[config.mk]
export PLATFORM = sky130hd
export DESIGN_NAME = instruction_fetch_flat
export DESIGN_NICKNAME = d
export VERILOG_FILES = /design/src/rtl/instruction_fetch_if.sv /design/src/rtl/instruction_fetch.sv /design/src/flat_wrapper.sv
export SDC_FILE = /design/constraint.sdc
export NUM_CORES = 1
export LEC_CHECK = 0
export ABC_AREA = 1
export CORE_MARGIN = 1.5
export CORE_UTILIZATION = 39
export CTS_CLUSTER_SIZE = 20
export DETAILED_ROUTE_END_ITERATION = 10
export PLACE_DENSITY_LB_ADDON = 0.25
export SETUP_SLACK_MARGIN = 0.15
export SYNTH_ARGS = -nofsm -noshare
export SYNTH_HDL_FRONTEND = slang
export SYNTH_SLANG_ARGS = --single-unit
[constraint.sdc]
create_clock -name clock -period 1.1 [get_ports clock]
set_input_delay 0.165 -clock clock [delete_from_list [all_inputs] [get_ports clock]]
set_output_delay 0.165 -clock clock [all_outputs]
set_load 0.03 [all_outputs]
[src/rtl/instruction_fetch_if.sv]
// +--------------------------------------------------------------------------+
// | instruction_fetch_if : PC/strobe, memory and IR signals of the fetch stage|
// | Revision 1.0                                                             |
// +--------------------------------------------------------------------------+
`default_nettype none

interface instruction_fetch_if #(
  parameter int ADDR_W = 16,
  parameter int DATA_W = 16
);
  logic [ADDR_W-1:0] pc;
  logic              fetch_strobe;
  logic [ADDR_W-1:0] mem_addr;
  logic              mem_req;
  logic              mem_ack;
  logic [DATA_W-1:0] mem_rdata;
  logic [DATA_W-1:0] ir;
  logic              ir_valid;
  logic              busy;
  logic              overrun;
  logic              fault;

  // master: control unit + memory side; slave: the fetch stage itself
  modport master (
    output pc, fetch_strobe, mem_ack, mem_rdata,
    input  mem_addr, mem_req, ir, ir_valid, busy, overrun, fault
  );

  modport slave (
    input  pc, fetch_strobe, mem_ack, mem_rdata,
    output mem_addr, mem_req, ir, ir_valid, busy, overrun, fault
  );
endinterface

`default_nettype wire

[src/rtl/instruction_fetch.sv]
// +--------------------------------------------------------------------------+
// | instruction_fetch : captures PC on strobe, req/ack memory read, loads IR |
// | Optional memory timeout: FETCH_TIMEOUT_EN. Revision 1.0                  |
// +--------------------------------------------------------------------------+
`default_nettype none

module instruction_fetch #(
  parameter int ADDR_W  = 16,
  parameter int DATA_W  = 16,
  parameter int TIMEOUT = 15
) (
  input  wire logic           clock,
  input  wire logic           reset,
  instruction_fetch_if.slave  bus
);

  typedef enum logic [1:0] {
    ST_IDLE  = 2'd0,
    ST_REQ   = 2'd1,
    ST_FAULT = 2'd2
  } state_t;

  state_t            state_q, state_d;
  logic [ADDR_W-1:0] mem_addr_q, mem_addr_d;
  logic              mem_req_q, mem_req_d;
  logic [DATA_W-1:0] ir_q, ir_d;
  logic              ir_valid_q, ir_valid_d;
  logic              overrun_q, overrun_d;

`ifdef FETCH_TIMEOUT_EN
  localparam int             CNT_W       = $clog2(TIMEOUT + 1);
  localparam logic [CNT_W-1:0] TIMEOUT_CNT = CNT_W'(TIMEOUT);

  logic [CNT_W-1:0] wait_q, wait_d;
  logic             fault_q, fault_d;
`else
  logic [31:0] unused_timeout;
  assign unused_timeout = TIMEOUT;
`endif

  always_comb begin
    state_d    = state_q;
    mem_addr_d = mem_addr_q;
    mem_req_d  = mem_req_q;
    ir_d       = ir_q;
    ir_valid_d = ir_valid_q;
    overrun_d  = overrun_q;
`ifdef FETCH_TIMEOUT_EN
    wait_d     = wait_q;
    fault_d    = fault_q;
`endif
    case (state_q)
      ST_IDLE: begin
        if (bus.fetch_strobe) begin
          mem_addr_d = bus.pc;
          mem_req_d  = 1'b1;
          ir_valid_d = 1'b0;
`ifdef FETCH_TIMEOUT_EN
          wait_d     = '0;
`endif
          state_d    = ST_REQ;
        end
      end
      ST_REQ: begin
        if (bus.fetch_strobe) begin
          overrun_d = 1'b1;
        end
        // An ack always wins over a timeout expiring in the same cycle
        if (bus.mem_ack) begin
          ir_d       = bus.mem_rdata;
          ir_valid_d = 1'b1;
          mem_req_d  = 1'b0;
          state_d    = ST_IDLE;
        end
`ifdef FETCH_TIMEOUT_EN
        else if (wait_q == TIMEOUT_CNT) begin
          mem_req_d = 1'b0;
          fault_d   = 1'b1;
          state_d   = ST_FAULT;
        end else begin
          wait_d = wait_q + 1'b1;
        end
`endif
      end
      ST_FAULT: begin
        state_d = ST_FAULT;
      end
      default: begin
        state_d = ST_IDLE;
      end
    endcase
  end

  always_ff @(posedge clock) begin
    if (reset) begin
      state_q    <= ST_IDLE;
      mem_addr_q <= '0;
      mem_req_q  <= 1'b0;
      ir_q       <= '0;
      ir_valid_q <= 1'b0;
      overrun_q  <= 1'b0;
`ifdef FETCH_TIMEOUT_EN
      wait_q     <= '0;
      fault_q    <= 1'b0;
`endif
    end else begin
      state_q    <= state_d;
      mem_addr_q <= mem_addr_d;
      mem_req_q  <= mem_req_d;
      ir_q       <= ir_d;
      ir_valid_q <= ir_valid_d;
      overrun_q  <= overrun_d;
`ifdef FETCH_TIMEOUT_EN
      wait_q     <= wait_d;
      fault_q    <= fault_d;
`endif
    end
  end

  assign bus.mem_addr = mem_addr_q;
  assign bus.mem_req  = mem_req_q;
  assign bus.ir       = ir_q;
  assign bus.ir_valid = ir_valid_q;
  assign bus.busy     = (state_q == ST_REQ);
  assign bus.overrun  = overrun_q;
`ifdef FETCH_TIMEOUT_EN
  assign bus.fault    = fault_q;
`else
  assign bus.fault    = 1'b0;
`endif

endmodule

`default_nettype wire

[src/flat_wrapper.sv]
// flat-port wrapper written by rule: the top's interface ports become plain ports
module instruction_fetch_flat 
#(
  parameter int ADDR_W  = 16,
  parameter int DATA_W  = 16,
  parameter int TIMEOUT = 15
)
  (clock, reset, bus_pc, bus_fetch_strobe, bus_mem_ack, bus_mem_rdata, bus_mem_addr, bus_mem_req, bus_ir, bus_ir_valid, bus_busy, bus_overrun, bus_fault);
  instruction_fetch_if #(.ADDR_W(ADDR_W), .DATA_W(DATA_W)) bus_i ();
  input  wire logic clock;
  input  wire logic reset;
  input wire logic [$bits(bus_i.pc)-1:0] bus_pc;
  input wire logic [$bits(bus_i.fetch_strobe)-1:0] bus_fetch_strobe;
  input wire logic [$bits(bus_i.mem_ack)-1:0] bus_mem_ack;
  input wire logic [$bits(bus_i.mem_rdata)-1:0] bus_mem_rdata;
  output wire logic [$bits(bus_i.mem_addr)-1:0] bus_mem_addr;
  output wire logic [$bits(bus_i.mem_req)-1:0] bus_mem_req;
  output wire logic [$bits(bus_i.ir)-1:0] bus_ir;
  output wire logic [$bits(bus_i.ir_valid)-1:0] bus_ir_valid;
  output wire logic [$bits(bus_i.busy)-1:0] bus_busy;
  output wire logic [$bits(bus_i.overrun)-1:0] bus_overrun;
  output wire logic [$bits(bus_i.fault)-1:0] bus_fault;
  assign bus_i.pc = bus_pc;
  assign bus_i.fetch_strobe = bus_fetch_strobe;
  assign bus_i.mem_ack = bus_mem_ack;
  assign bus_i.mem_rdata = bus_mem_rdata;
  assign bus_mem_addr = bus_i.mem_addr;
  assign bus_mem_req = bus_i.mem_req;
  assign bus_ir = bus_i.ir;
  assign bus_ir_valid = bus_i.ir_valid;
  assign bus_busy = bus_i.busy;
  assign bus_overrun = bus_i.overrun;
  assign bus_fault = bus_i.fault;
  instruction_fetch #(.ADDR_W(ADDR_W), .DATA_W(DATA_W), .TIMEOUT(TIMEOUT)) u_core (.clock(clock), .reset(reset), .bus(bus_i));
endmodule
# After elaboration in Yosys (flattened, before gate mapping)
# Cells that the tools add are included.
# totals
out_inout_bits	37
inputBits	36
wordCells	26
reg_bits	37
# op_classes
eq_ne	4
mux	9
n_reduce_logical	7
# op_table
operator	count
$reduce_and 2->1	4
$pmux 2 s3	1
$mux 1	4
$mux 2	2
$ne 2x2->1 const B	2
$pmux 1 s2	2
$reduce_and 3->1	1
$eq 2x1->1 const B	1
$eq 2x2->1 const B	1
$logic_not 2->1	1
$reduce_bool 2->1	1

# Longest topological paths before layout
# Gate-level depths: netlist (run 1).
# logic_depth
word_depth	3
ltp_mapped	6
ltp_nobuf	5

# Worst setup path before layout (run 1)
# OpenSTA, ideal clock, no wires.
# synth_timing
path_type	reg2reg
start	register u_core.state_q[0]
end	register u_core.overrun_q, in the netlist u_core.bus.overrun
t_required_ps	1030
arrival_ps	1167
path_stages_with_launch	5
setup_time_ps	70
period_less_slack_ps	1237
path_buffers	0
path_slack_ps	-137
cell_sequence	dfxtp_1 > inv_1 > nor2_1 > nand2_1 > a21oi_1
# synth_between
elab_chain_cells	2
# synth_rtl
element	line	text
from (decl)	instruction_fetch.sv:23	state_t state_q, state_d;
from (signal assigned)	instruction_fetch.sv:107	state_q <= state_d;
$eq 2x1->1	--	
named net bus_busy	flat_wrapper.sv:20	output wire logic [$bits(bus_i.busy)-1:0] bus_busy;
$reduce_and 2->1 (no source line)	--	
to (signal assigned)	instruction_fetch.sv:112	overrun_q <= overrun_d;
to (decl)	instruction_fetch.sv:28	logic overrun_q, overrun_d;
# The timed path passes the listed nets, and every way through them passes these cells.
# A chain may end at the register's enable or synchronous reset.

# Final worst setup path (run 1)
# layout_timing
start	register u_core.state_q[0]
end	register u_core.mem_addr_q[10], in the netlist u_core.bus.mem_addr[10]
# layout_between
elab_chain_cells	2
# layout_rtl
element	line	text
$logic_not 2->1	instruction_fetch.sv:52	case (state_q)
$reduce_and 2->1 (no source line)	--	
to (signal assigned)	instruction_fetch.sv:108	mem_addr_q <= mem_addr_d;
to (decl)	instruction_fetch.sv:24	logic [ADDR_W-1:0] mem_addr_q, mem_addr_d;
# Every way passes these cells.

==> results.md, run 1 <==
- Synthesized Nets: 231
- Final Wtd Congestion: 0.6594
- Area grow syn2layout: 101.1%
- Crit end category: flop
- Hold Path End: u_core.state_q[0]
- Final core utilization: 0.8451
- DIE AREA: 0.004083 mm²
- Layout Cells excl Fill: 341
- Pin count of the biggest net entering global routing: 22
- Flop pwr share: 0.386
- Hold Startpoint: bus_fetch_strobe
- Placeable Area: 0.003442 mm²
- PwrDens: 1336 mW/mm²
- Switching Power: 1.060 mW
- Wirelength, routed: 5130 µm
- Most frequent cells in the layout: buf_6, clkdlybuf4s50_1, dfxtp_2
- CP required: 1310 ps
- Clock slew at reported path FFs: 80 ps
- Gate Count Post-Synth: 195
- Switch share: 0.2729
- Initial Util: 0.4202
- Leakage power: 1.319 nW
- R2R cell count: 6
- Setup TNS Final: -1999 ps
- Io pins: 73
- RSZ-0062 raised after global routing: true
- Final WS setup: -138.4 ps
- Outcome: finished with violations
- GR Overflow Total: 0
- Clock buffer depth: 2
- CTS Buf Count: 5
- Drt drc: 0
- ANT cells: 0
- Hold violation count in the final report: 0
- Worst R2R Start: u_core.state_q[0]
- Worst endpoint data arrival time: 1440 ps
- Final net count: 330
- Final Skew: 8.502 ps
- Final Power: 3.886 mW
- Post-synthesis sequential area ratio: 0.5121
- Routed vias/inst: 4.804
- Antenna violations before repair: 0
- Cell Area, Synth: 0.001446 mm²
- IO Port Bufs: 71
- Min-delay worst type: primary input to flop
- Comb pwr share: 0.253
- Synth unique cells: 16
- GRT Overall Usage: 0.2172
- DP Wirelength: 2169 µm
- R2r setup slk: -140 ps
- Share of cells above drive strength 1: 0.5458
- Root buffer cell: clkbuf_8
- Clk Latency, worst-skew pair: 290 ps
- Rows: 21
- Relative slew slack: 0.6595
- Crit share post-route: 1.126
- Commonest non-fill, non-tap cell in the layout: buf_6
- Final instance area: 0.002909 mm²
- WHS Path Cells: 3
- Clock sinks: 37
- Failing checks: negative setup slack
- CP max FO: 5
- Actual slew at the worst max-slew pin: 510.3 ps
- RR Endpoint: u_core.bus.mem_addr[10]
- YS warnings: 0
- Hold Buf Count CTS: 0
- Drt pass-1 iters: 4
- Mean post-synth cell area: 7.417 µm²
- Register bit total from synthesis: 37
- Fmax: 807.5 MHz
- First-pass GRT wire length: 6803 µm
- Placed Cells: 308
- CTS tree: yes
- Dpl cell area: 0.002150 mm²
- Vias in the first global route: 1506
- Post-route minimum period: 1238 ps
- Post-DRT Antenna Nets: 0
- Startpoint Class: flop
- Final count of negative-setup-slack endpoints: 35
- Total number of vias: 1638
- Final Slew Violations: 0
- H-tree lvl count: 2
- Setup CP Type: flop to flop
- Worst VDD drop: 1.177 mV
- Clock network power share: 0.362
- Mean routed wirelength per cell: 15.04 µm
- DIE HEIGHT: 63.90 µm
- Drt initial violations: 67
- Max cap viols: 0
- Chip width: 63.90 µm
- Cell Int Power: 2.825 mW
-- cell type report --
cell class	count	area [µm²]
inverter	21	78.83
tap	46	57.56
fill	200	533.0
clock inverter	3	65.06
multi-input combinational	128	749.5
clock buffer	5	68.82
timing repair buffer	101	1101
sequential	37	788.3
-- per-layer routing --
metal	part of all wire	global-route usage	vias to the layer above
met4	0.014	0.08152	0
met3	0.060	0.06514	8
met2	0.54	0.3776	65
li1	-	-	793
met1	0.39	0.2489	772
met5	0	0	-
-- sequential cells by signal, indices dropped and copies added (netlist names) --
signal / count
u_core.bus.mem_req: 1
u_core.bus.overrun: 1
u_core.bus.ir_valid: 1
u_core.bus.mem_addr: 16
u_core.bus.ir: 16
u_core.state_q: 2
-- through the flow --
stage / setup slack, ps / hold slack, ps
2_1_floorplan: 95.19 / 234.4
3_3_place_gp: -130.8 / 439.4
3_5_place_dp: -149.1 / 450.9
4_1_cts: -38.13 / 441.1
5_1_grt: -163.8 / 416.6
6_report: -138.4 / 401.9
-- cells in the mapped netlist --
| library cell | n | area share |
|---|---|---|
| a21oi_1 | 19 | 0.066 |
| a21oi_2 | 1 | 0.0061 |
| buf_2 | 3 | 0.010 |
| buf_4 | 2 | 0.010 |
| buf_6 | 3 | 0.023 |
| clkbuf_1 | 3 | 0.0078 |
| conb_1 | 1 | 0.0026 |
| dfxtp_1 | 37 | 0.51 |
| inv_1 | 21 | 0.055 |
| nand2_1 | 52 | 0.13 |
| nand2_4 | 1 | 0.0078 |
| nand3_1 | 16 | 0.055 |
| nand3_4 | 1 | 0.012 |
| nor2_1 | 33 | 0.086 |
| nor2_4 | 1 | 0.0078 |
| nor3_1 | 1 | 0.0035 |
-- worst max path at each step --
| stage | startpoint | endpoint | slack (ps) | depth (start not counted) |
|---|---|---|---|---|
| 2_1_floorplan | u_core.state_q[0] | u_core.bus.mem_addr[11] | 100 | 5 |
| 3_3_place_gp | reset | u_core.bus.ir[14] | -130 | 4 |
| 3_5_place_dp | bus_mem_ack | u_core.bus.ir[6] | -150 | 6 |
| 4_1_cts | u_core.state_q[0] | u_core.bus.mem_addr[6] | -40 | 6 |
| 5_1_grt | u_core.state_q[0] | u_core.bus.mem_addr[10] | -160 | 6 |
| 6_report | u_core.state_q[0] | u_core.bus.mem_addr[10] | -140 | 6 |
-- power by group through the flow --
stage               Combinational (mW)  Sequential (mW)  Clock, mW
floorplan                        0.218             1.65          0
CTS                              0.835             1.48       1.40
global route                      1.04             1.51       1.49
finish                           0.981             1.50       1.41
detailed placement               0.676             1.50          0
global placement                 0.671             1.50          0
-- what timing repair did --
action,4_1_cts,5_1_grt
pin swaps,9,9
setup buffers,8,12
gates cloned,3,2
resized for setup,76,60
endpoints found under the setup margin,58,71
-- worst max-delay path: stages, from the launching register on --
cell and delay [ps]:
dfxtp_4 360, buf_6 110, nor2_4 150, buf_6 140, buf_16 110, nand3_1 80, a21oi_1 200
-- logic make-up after synthesis --
family                 synth area share
DFF                              0.5121
other                          0.002593
and+or+nand+nor                  0.3071
buffers and inverters            0.1064
AOI/OAI and AO/OA               0.07180
Power figures use the tool's default switching activity.
==> run 2: changes to the inputs <==
- ABC_AREA: 1 -> 0
- CORE_MARGIN: 1.5 -> default
- CORE_UTILIZATION: 39 -> 38
==> results.md, run 2 <==
- Synth unique cells: 21 (+5)
- YS warnings: 0 (unchanged)
- Placeable Area: 0.003390 mm² (-1.5%)
- Most frequent cells in the layout: nand2_1, buf_6, dfxtp_2
- CP peak stage delay: 350 ps (about the same)
- Top cell type by total area after synthesis: dfxtp_1
- Mean routed wirelength per cell: 12.35 µm (-18%)
- Chip width: 62.10 µm (-2.8%)
- Final Slew Violations: 0 (unchanged)
- Final Skew: 7.387 ps (-1.115 ps)
- Worst VDD drop: 0.9144 mV (-22%)
- IO Port Bufs: 71 (unchanged)
- Cell Int Power: 2.052 mW (-27%)
- Outcome: finished with violations
- Post-synthesis sequential area ratio: 0.5397 (+0.02754)
- Setup CP Type: flop to output port
- Register bit total from synthesis: 37 (unchanged)
- Crit path buf inv count: 2 (-1)
- Rows: 21 (unchanged)
- DP Wirelength: 2251 µm (+3.8%)
- Final count of negative-setup-slack endpoints: 35 (unchanged)
- Switch share: 0.2854 (+0.01255)
- ANT cells: 0 (unchanged)
- Commonest cells in the netlist: nand2_1, dfxtp_1, a21oi_1, buf_4, clkbuf_1
- Fmax: 786.9 MHz (-2.5%)
- Root buffer cell: clkbuf_4
- Count leader, synth: nand2_1
- CTS tree: yes
- Min-delay worst type: primary input to flop
- Post-DRT Antenna Nets: 0 (unchanged)
- H-tree lvl count: 2 (unchanged)
- Clock sinks: 37 (unchanged)
- Layout Cells excl Fill: 304 (-11%)
- Comb pwr share: 0.268 (+0.015)
- Drt pass-1 iters: 6 (+2)
- RSZ-0062 raised after global routing: true
- Flop pwr share: 0.512 (+0.126)
- Top Family by Delay on Critical Path: flip-flops
- Cell Area, Synth: 0.001373 mm² (-5.1%)
- Failing checks: negative setup slack
- EDFF count, synth: 0 (unchanged)
- Final net count: 295 (-11%)
- Hold violation count in the final report: 0 (unchanged)
- Dpl cell area: 0.002097 mm² (-2.4%)
- Hold Buf Count CTS: 0 (unchanged)
- Synthesized Nets: 200 (-13%)
- Critical Path, Cell by Cell: buf_6 -> and2b_2 -> buf_6
- Switching Power: 0.8197 mW (-23%)
- GRT Overall Usage: 0.1977 (-0.01948)
- Clock slew at reported path FFs: 100 ps (+20 ps)
- DIE HEIGHT: 62.10 µm (-2.8%)
- Gate Count Post-Synth: 164 (-16%)
- Placed Cells: 281 (-8.8%)
- Setup TNS Final: -4443 ps (-2444 ps)
- Post-route minimum period: 1271 ps (+32.37 ps)
- Leakage power: 1.045 nW (-21%)
- Antenna violations before repair: 0 (unchanged)
- Most frequent CP cell: buf_6
- Fin Hold WS: 361.5 ps (-40.39 ps)
- CTS Buf Count: 5 (unchanged)
- Synth area leaders: dfxtp_1, nand2_1, a21oi_1
- Worst endpoint data arrival time: 1110 ps (-330 ps)
- Commonest non-fill, non-tap cell in the layout: nand2_1
- Ys flop type: dfxtp_1
- DIE AREA: 0.003856 mm² (-5.6%)
- CP required: 940 ps (-370 ps)
- Area grow syn2layout: 88.42%
- GR Overflow Total: 0 (unchanged)
- Pin count of the biggest net entering global routing: 22 (unchanged)
- Clock buffer depth: 2 (unchanged)
- Final Wtd Congestion: 0.7118 (+7.9%)
- Io pins: 73 (unchanged)
- Routed vias/inst: 4.628 (-3.6%)
- Initial Util: 0.4049 (-0.01526)
- Drt initial violations: 59 (-12%)
- Synth top area share: 0.5397 (+0.02754)
- Crit share post-route: 1.155 (+0.02942)
- First-pass GRT wire length: 5975 µm (-12%)
- Mean post-synth cell area: 8.369 µm² (+13%)
- Crit end category: output port
- Wirelength, routed: 3753 µm (-27%)
- Final WS setup: -170.8 ps (-32.37 ps)
- Share of cells above drive strength 1: 0.5698 (+0.02400)
- Total number of vias: 1407 (-14%)
- Post-synthesis async set-or-reset flop share: 0 (unchanged)
- Vias in the first global route: 1305 (-13%)
- Final instance area: 0.002586 mm² (-11%)
- Clock network power share: 0.219 (-0.143)
- Drt drc: 0 (unchanged)
- Startpoint Class: flop
- Max cap viols: 0 (unchanged)
- Clk Latency, worst-skew pair: 330 ps (+40 ps)
- PwrDens: 1110 mW/mm² (-17%)
- Slowest-stage cell, CP: dfxtp_2
- CP max FO: 2 (-3)
## run 2: worst reg2reg max path, delay by kind of cell (launching register included)
kind	cells	cell delay, ps
simple gates	2	480
flops	1	340
buf+inv	2	280
compound gates	1	60
## run 2: repair_timing
action | CTS | global route
resized for setup | 86 | 23
pin swaps | 12 | 1
hold endpoints to repair | 0 | 0
gates cloned | 1 | 1
setup buffers | 12 | 3
setup endpoints to repair | 72 | 72
## run 2: routing by layer
layer | track usage | part of all wire | up-vias | wire length, µm
met1 | 0.2263 | 0.43 | 636 | 1616
met2 | 0.3352 | 0.50 | 48 | 1876
met5 | 0 | 0 | - | 0
li1 | - | - | 717 | -
met3 | 0.08088 | 0.057 | 6 | 214
met4 | 0.06105 | 0.012 | 0 | 46
## run 2: logic make-up after synthesis
family | Yosys count | synth area share
and+or+nand+nor | 77 | 0.2562
buffers and inverters | 12 | 0.06107
other | 1 | 0.002732
AOI/OAI and AO/OA | 37 | 0.1404
DFF | 37 | 0.5397
## run 2: worst paths after layout
| kind | slack [ps] | cells after the start | startpoint | end |
|---|---|---|---|---|
| hold reg to reg | 470 | 2 | u_core.bus.ir[6] | u_core.bus.ir[6] |
| hold / removal | 360 | 3 | bus_pc[2] | u_core.bus.mem_addr[2] |
| setup / recovery | -170 | 3 | u_core.state_q[1] | bus_busy |
| setup reg to reg | -160 | 5 | u_core.state_q[1] | u_core.bus.mem_addr[3] |
## run 2: layout make-up
cell class,instances,area [µm²]
tap,46,57.56
fill,243,803.3
timing repair buffer,100,1044
sequential,37,787.0
multi-input combinational,115,655.6
clock buffer,5,37.54
clock inverter,1,5.005
## run 2: stage by stage
step	utilization	total power [mW]	setup slack [ps]
floorplan	-	1.801	-93.16
global placement	0.6187	2.081	-337.6
detailed placement	0.6187	2.087	-354.3
CTS	0.7250	2.840	-183.9
global route	0.7630	3.036	-238.0
finish	0.7630	2.872	-170.8
## run 2: power groups by stage
stage	logic, mW	clock network, mW	registers (mW)
after floorplan	0.194	0	1.61
after global placement	0.606	0	1.48
after detailed placement	0.610	0	1.48
after CTS	0.718	0.651	1.47
after global routing	0.818	0.738	1.48
final	0.771	0.629	1.47
